**src/rtl/stupidrv_dmem_bridge.sv**
```systemverilog
`default_nettype none
// ============================================================================
// Module   : stupidrv_dmem_bridge
// Purpose  : Bridges the stupidrv core's single-cycle, fixed-latency dmem_*
//            port onto a valid/ready request bus with a variable-latency
//            response. Drives the core's stall so load data is presented
//            exactly when the core samples it and only one access is ever
//            outstanding. An optional timeout aborts hung transactions and
//            raises a sticky error flag.
// Ports    :
//   clock, reset          - clock; synchronous active-high reset
//   dmem_valid/addr/
//   wstrb/wdata           - core data request (wstrb == 0 means read)
//   dmem_rdata            - load data returned to the core
//   stall                 - combinational core stall
//   bus_valid/ready       - bus request handshake
//   bus_addr/wstrb/wdata  - captured request fields, stable REQ..RESP
//   bus_rvalid/rdata      - bus response (reads and writes)
//   err                   - sticky timeout flag
// Params   : TIMEOUT - max cycles in REQ+RESP before abort (0 = disabled)
// Revision : 1.0 - initial release
// ============================================================================
module stupidrv_dmem_bridge #(
  parameter int unsigned TIMEOUT = 0
) (
  input  logic        clock,
  input  logic        reset,
  input  logic        dmem_valid,
  input  logic [31:0] dmem_addr,
  input  logic [3:0]  dmem_wstrb,
  input  logic [31:0] dmem_wdata,
  output logic [31:0] dmem_rdata,
  output logic        stall,
  output logic        bus_valid,
  input  logic        bus_ready,
  output logic [31:0] bus_addr,
  output logic [3:0]  bus_wstrb,
  output logic [31:0] bus_wdata,
  input  logic        bus_rvalid,
  input  logic [31:0] bus_rdata,
  output logic        err
);

  localparam logic [1:0]  S_IDLE       = 2'd0;
  localparam logic [1:0]  S_REQ        = 2'd1;
  localparam logic [1:0]  S_RESP       = 2'd2;
  localparam logic        TIMEOUT_EN   = (TIMEOUT != 0);
  localparam logic [31:0] TIMEOUT_LAST = 32'(TIMEOUT - 1);

  logic [1:0]  state_q,   state_d;
  logic        reset_q,   reset_d;
  logic        is_read_q, is_read_d;
  logic        consume_q, consume_d;
  logic [31:0] rdata_q,   rdata_d;
  logic [31:0] cnt_q,     cnt_d;
  logic        err_q,     err_d;
  logic [31:0] addr_q,    addr_d;
  logic [3:0]  wstrb_q,   wstrb_d;
  logic [31:0] wdata_q,   wdata_d;

  logic accept;
  logic busy;
  logic complete;
  logic abort;

  always_comb begin
    // The core does not execute during reset or the cycle after it, and in
    // the consume cycle any dmem_valid belongs to the instruction that is
    // still being written back, so none of those may start an access.
    accept   = (state_q == S_IDLE) && dmem_valid && !reset && !reset_q && !consume_q;
    busy     = (state_q == S_REQ) || (state_q == S_RESP);
    // bus_rvalid only counts once the request handshake has happened.
    complete = (state_q == S_RESP) && bus_rvalid;
    // A response arriving on the last allowed cycle wins over the abort.
    abort    = busy && !complete && TIMEOUT_EN && (cnt_q == TIMEOUT_LAST);

    reset_d   = reset;
    state_d   = state_q;
    is_read_d = is_read_q;
    consume_d = 1'b0;
    rdata_d   = rdata_q;
    cnt_d     = cnt_q;
    err_d     = err_q;
    addr_d    = addr_q;
    wstrb_d   = wstrb_q;
    wdata_d   = wdata_q;

    if (busy) begin
      cnt_d = cnt_q + 32'd1;
    end

    case (state_q)
      S_IDLE: begin
        if (accept) begin
          addr_d    = dmem_addr;
          wstrb_d   = dmem_wstrb;
          wdata_d   = dmem_wdata;
          is_read_d = (dmem_wstrb == 4'd0);
          cnt_d     = 32'd0;
          state_d   = S_REQ;
        end
      end
      S_REQ: begin
        if (abort) begin
          state_d = S_IDLE;
        end else if (bus_ready) begin
          state_d = S_RESP;
        end
      end
      S_RESP: begin
        if (complete || abort) begin
          state_d = S_IDLE;
        end
      end
      default: begin
        state_d = S_IDLE;
      end
    endcase

    // Reads always hand the core a value, even on abort, so the pipeline
    // resumes with deterministic data (zero) instead of hanging.
    if (complete && is_read_q) begin
      rdata_d   = bus_rdata;
      consume_d = 1'b1;
    end
    if (abort) begin
      err_d = 1'b1;
      if (is_read_q) begin
        rdata_d   = 32'd0;
        consume_d = 1'b1;
      end
    end
  end

  always_ff @(posedge clock) begin
    reset_q <= reset_d;
    if (reset) begin
      state_q   <= S_IDLE;
      is_read_q <= 1'b0;
      consume_q <= 1'b0;
      rdata_q   <= 32'd0;
      cnt_q     <= 32'd0;
      err_q     <= 1'b0;
      addr_q    <= 32'd0;
      wstrb_q   <= 4'd0;
      wdata_q   <= 32'd0;
    end else begin
      state_q   <= state_d;
      is_read_q <= is_read_d;
      consume_q <= consume_d;
      rdata_q   <= rdata_d;
      cnt_q     <= cnt_d;
      err_q     <= err_d;
      addr_q    <= addr_d;
      wstrb_q   <= wstrb_d;
      wdata_q   <= wdata_d;
    end
  end

  // Stores are posted: only stall for a store when the core already wants
  // the next access; loads stall until their data is in rdata_q.
  assign stall      = (state_q != S_IDLE) && (is_read_q || dmem_valid);
  assign bus_valid  = (state_q == S_REQ);
  assign bus_addr   = addr_q;
  assign bus_wstrb  = wstrb_q;
  assign bus_wdata  = wdata_q;
  assign dmem_rdata = rdata_q;
  assign err        = err_q;

endmodule
`default_nettype wire

```
**config.mk**
```make
export PLATFORM = sky130hd
export DESIGN_NAME = stupidrv_dmem_bridge
export DESIGN_NICKNAME = d
export VERILOG_FILES = /design/src/rtl/stupidrv_dmem_bridge.sv
export SDC_FILE = /design/constraint.sdc
export NUM_CORES = 1
export LEC_CHECK = 0
export CORE_ASPECT_RATIO = 1.2
export CORE_MARGIN = 8
export CORE_UTILIZATION = 44
export CTS_BUF_LIST = sky130_fd_sc_hd__clkbuf_8
export DETAILED_ROUTE_END_ITERATION = 10
export MAX_ROUTING_LAYER = met4
export PLACE_DENSITY = 0.95
export SLEW_MARGIN = 15
export SYNTH_ARGS = -nofsm -noshare
export SYNTH_HDL_FRONTEND = slang
export SYNTH_SLANG_ARGS = --single-unit
```
**constraint.sdc**
```tcl
create_clock -name clock -period 3.47 [get_ports clock]
set_clock_uncertainty 0.05 [all_clocks]
set_input_delay 0.694 -clock clock [delete_from_list [all_inputs] [get_ports clock]]
set_output_delay 0.694 -clock clock [all_outputs]
set_load 0.05 [all_outputs]
```
==> run_results.csv <==
group,metric,value,unit
die,die_y,120,um
sta,rsz0062_at_grt,"no",
die,io-pin-count,208,
sta,slew_violations,0,
clocking,cts-root-buf,"clkbuf_8",
routing,routed_wl,13100,um
yosys,synth-seq-cells,105,
routing,vias_per_cell,5.14,
worst_setup_path,cp.required,2730,ps
grt,grtUsageTotal,20.7,%
yosys,synthFlopType,"dfxtp_1",
sta,setup_tns,0,ps
clocking,cts_resized,0,
yosys,netlist_top_cells_area,"dfxtp_1 53%, o211ai_1 13%, o21ai_1 8.8%",
yosys,synth_compound_area_share,26.6,%
clocking,clockBufferDepth,2,
clocking,cts_inserted_buffers,9,
routing,drcViolationCount,0,
cells_and_area,antenna-diode-count,0,
yosys,muxShareOfSynthArea,0,%
grt,met1_usage,21.8,%
placed_design,dp_hpwl,9600,um
placed_design,dpl_cell_area,6000,sq um
grt,antenna_found_initial,0,
grt,grt_pass1_vias,4050,
yosys,yosys.area_share.adder,0,%
yosys,synthArstFlopShare,0,%
sta,setup_viol,0,
routing,drtIter0Drc,214,
routing,postRouteAntennaNets,0,
cells_and_area,stdcell_area,6180,sq um
clocking,ctsHoldBuffers,0,
power,power_leakage,2.38,nW
flow_run,maxCapViolCount,0,
status,outcome,"finished clean",
power,p_per_area,403,nW/um^2
worst_setup_path,worstSetupStartpointType,"input port",
yosys,synth_xor_area_share,0,%
grt,grt_pass1_wl,19500,um
clocking,post_cts_buffers,0,
yosys,synthMostInstantiatedCell,"dfxtp_1",
cells_and_area,area_delta_synth_final,57.0,%
sta,fmax,0.342,GHz
min_path,hp-start,"dmem_rdata[12]$_SDFFE_PP0P_",
yosys,yosysUniqueCellTypes,22,
yosys,synth-simple-area-share,7.62,%
worst_setup_path,cp.arrival,2180,ps
die,die-area,12200,sq um
worst_setup_path,r2r-end,"bus_addr[17]$_SDFFE_PP0P_",
routing,via_count,3977,
worst_setup_path,r2r_start,"state_q[1]$_SDFFE_PP0P_",
yosys,synth_warnings,0,
sta,whs,414,ps
sta,fin_crit,2920,ps
worst_setup_path,critPathKind,"in -> out",
min_path,holdPathStages,2,
die,die_w,102,um
die,rows,38,
yosys,synthCells,466,
yosys,synth_top_family_by_area,"compound AO/OA/AOI/OAI gates",
sta,worst_pin_slew,738,ps
yosys,synth-seq-area-share,53.4,%
sta,final.period_utilization,84.2,%
min_path,holdCritPathClass,"reg -> reg",
sta,finalHoldViolations,0,
grt,top_usage_layer,"met2",
yosys,syn_nets,571,
clocking,ctsHtreeMaxLevel,3,
die,start_util,44.3,%
power,ir_drop,247,uV
grt,gr-total-overflow,0,
clocking,cts_tree,"done",
yosys,yosysTopAreaCellShare,53.4,%
yosys,synthTopCellsByCount,"105 x dfxtp_1, 69 x inv_1, 69 x o211ai_1, 69 x o21ai_1, 65 x nand2_1",
placed_design,numPortBuffers,206,
clocking,clk_latency,360,ps
placed_design,gp_congestion,0.795,
clocking,clock-sinks,105,
yosys,avgSynthCellArea,8.45,sq um
grt,met2_usage,35.0,%
routing,wire_per_inst,16.9,um
worst_setup_path,rr_worst_depth,4,
sta,max_slew_margin,50.8,%
yosys,synth_top_area_cell,"dfxtp_1",
cells_and_area,final_nets,754,
min_path,holdPathEnd,"dmem_rdata[12]$_SDFFE_PP0P_",
worst_setup_path,r2r_slack,1230,ps
cells_and_area,utilization,69.6,%
routing,first_pass_iters,4,
die,core_area,8890,sq um
worst_setup_path,critPathMaxFanout,2,
worst_setup_path,end_kind,"output port",
yosys,synth_edf_count,0,
cells_and_area,drive_above_1_share,3.82,%
clocking,clk_pin_slew,90,ps
grt,grt_max_degree,71,
yosys,syn-cell-area,3940,sq um
grt,met3_usage,6.55,%
==> per-stage QoR <==
stage               worst slack, ps  instances  power, mW
floorplan                      1590        466       1.55
finish                          550        774       2.49
global route                    537        774       2.59
CTS                             555        774       2.51
global placement                592        758       1.77
detailed placement              565        758       1.78
==> power breakdown <==
group / total [mW] / internal (mW) / switching [mW]
Sequential: 1.27 / 1.25 / 0.0233
Clock: 0.737 / 0.344 / 0.393
Combinational: 0.482 / 0.201 / 0.282
==> flip-flops by register name (all words and copies together) (netlist names) <==
name	flops
bus_wdata	32
is_read_q	1
bus_addr	32
dmem_rdata	32
state_q	2
reset_q	1
consume_q	1
bus_wstrb	4
==> final cells by class <==
class                      count  area (sq um)
sequential                   105          2100
fill                         679          2710
clock inverter                 6          51.3
timing repair buffer         214          2120
clock buffer                  10           138
inverter                      71           267
multi-input combinational    248          1360
tap                          120           150
==> per-layer routing <==
metal,share of wire (%),vias to the layer above
met5,0,-
met4,2.1,0
met3,9.1,21
met2,50,180
met1,38,1847
li1,-,1929
==> placed cells by master, fill, tap and decap left out, types with 2 or more instances in the layout <==
cell,synthesis,layout
clkdlybuf4s50_1,0,206
dfxtp_1,105,105
inv_1,69,72
o211ai_1,69,69
o21ai_1,69,69
nand2_1,65,65
a21oi_1,32,32
clkbuf_8,0,10
buf_4,2,8
nor2_1,3,3
inv_2,1,2
clkinv_2,0,2
==> critical path: stages <==
cell and delay, ps:
clkdlybuf4s50_1 520, o22a_1 170, clkdlybuf4s50_1 800
==> kinds of logic (layout without fill, tap and decap cells) <==
group,count (synthesis),count (layout)
compound gates,173,173
buf+inv,113,301
flops,105,105
simple gates,74,74
other cells,1,1
==> how the worst max path moves through the flow <==
stage | from | to | cells past startpoint | slack (ps)
final | dmem_valid | stall | 3 | 550
after global routing | dmem_valid | stall | 3 | 540
after CTS | dmem_valid | stall | 3 | 550
after detailed placement | dmem_valid | stall | 3 | 570
after global placement | dmem_valid | stall | 3 | 590
after floorplan | state_q[0]$_SDFFE_PP0P_ | bus_valid | 1 | 1590
Power figures use the tool's default switching activity.
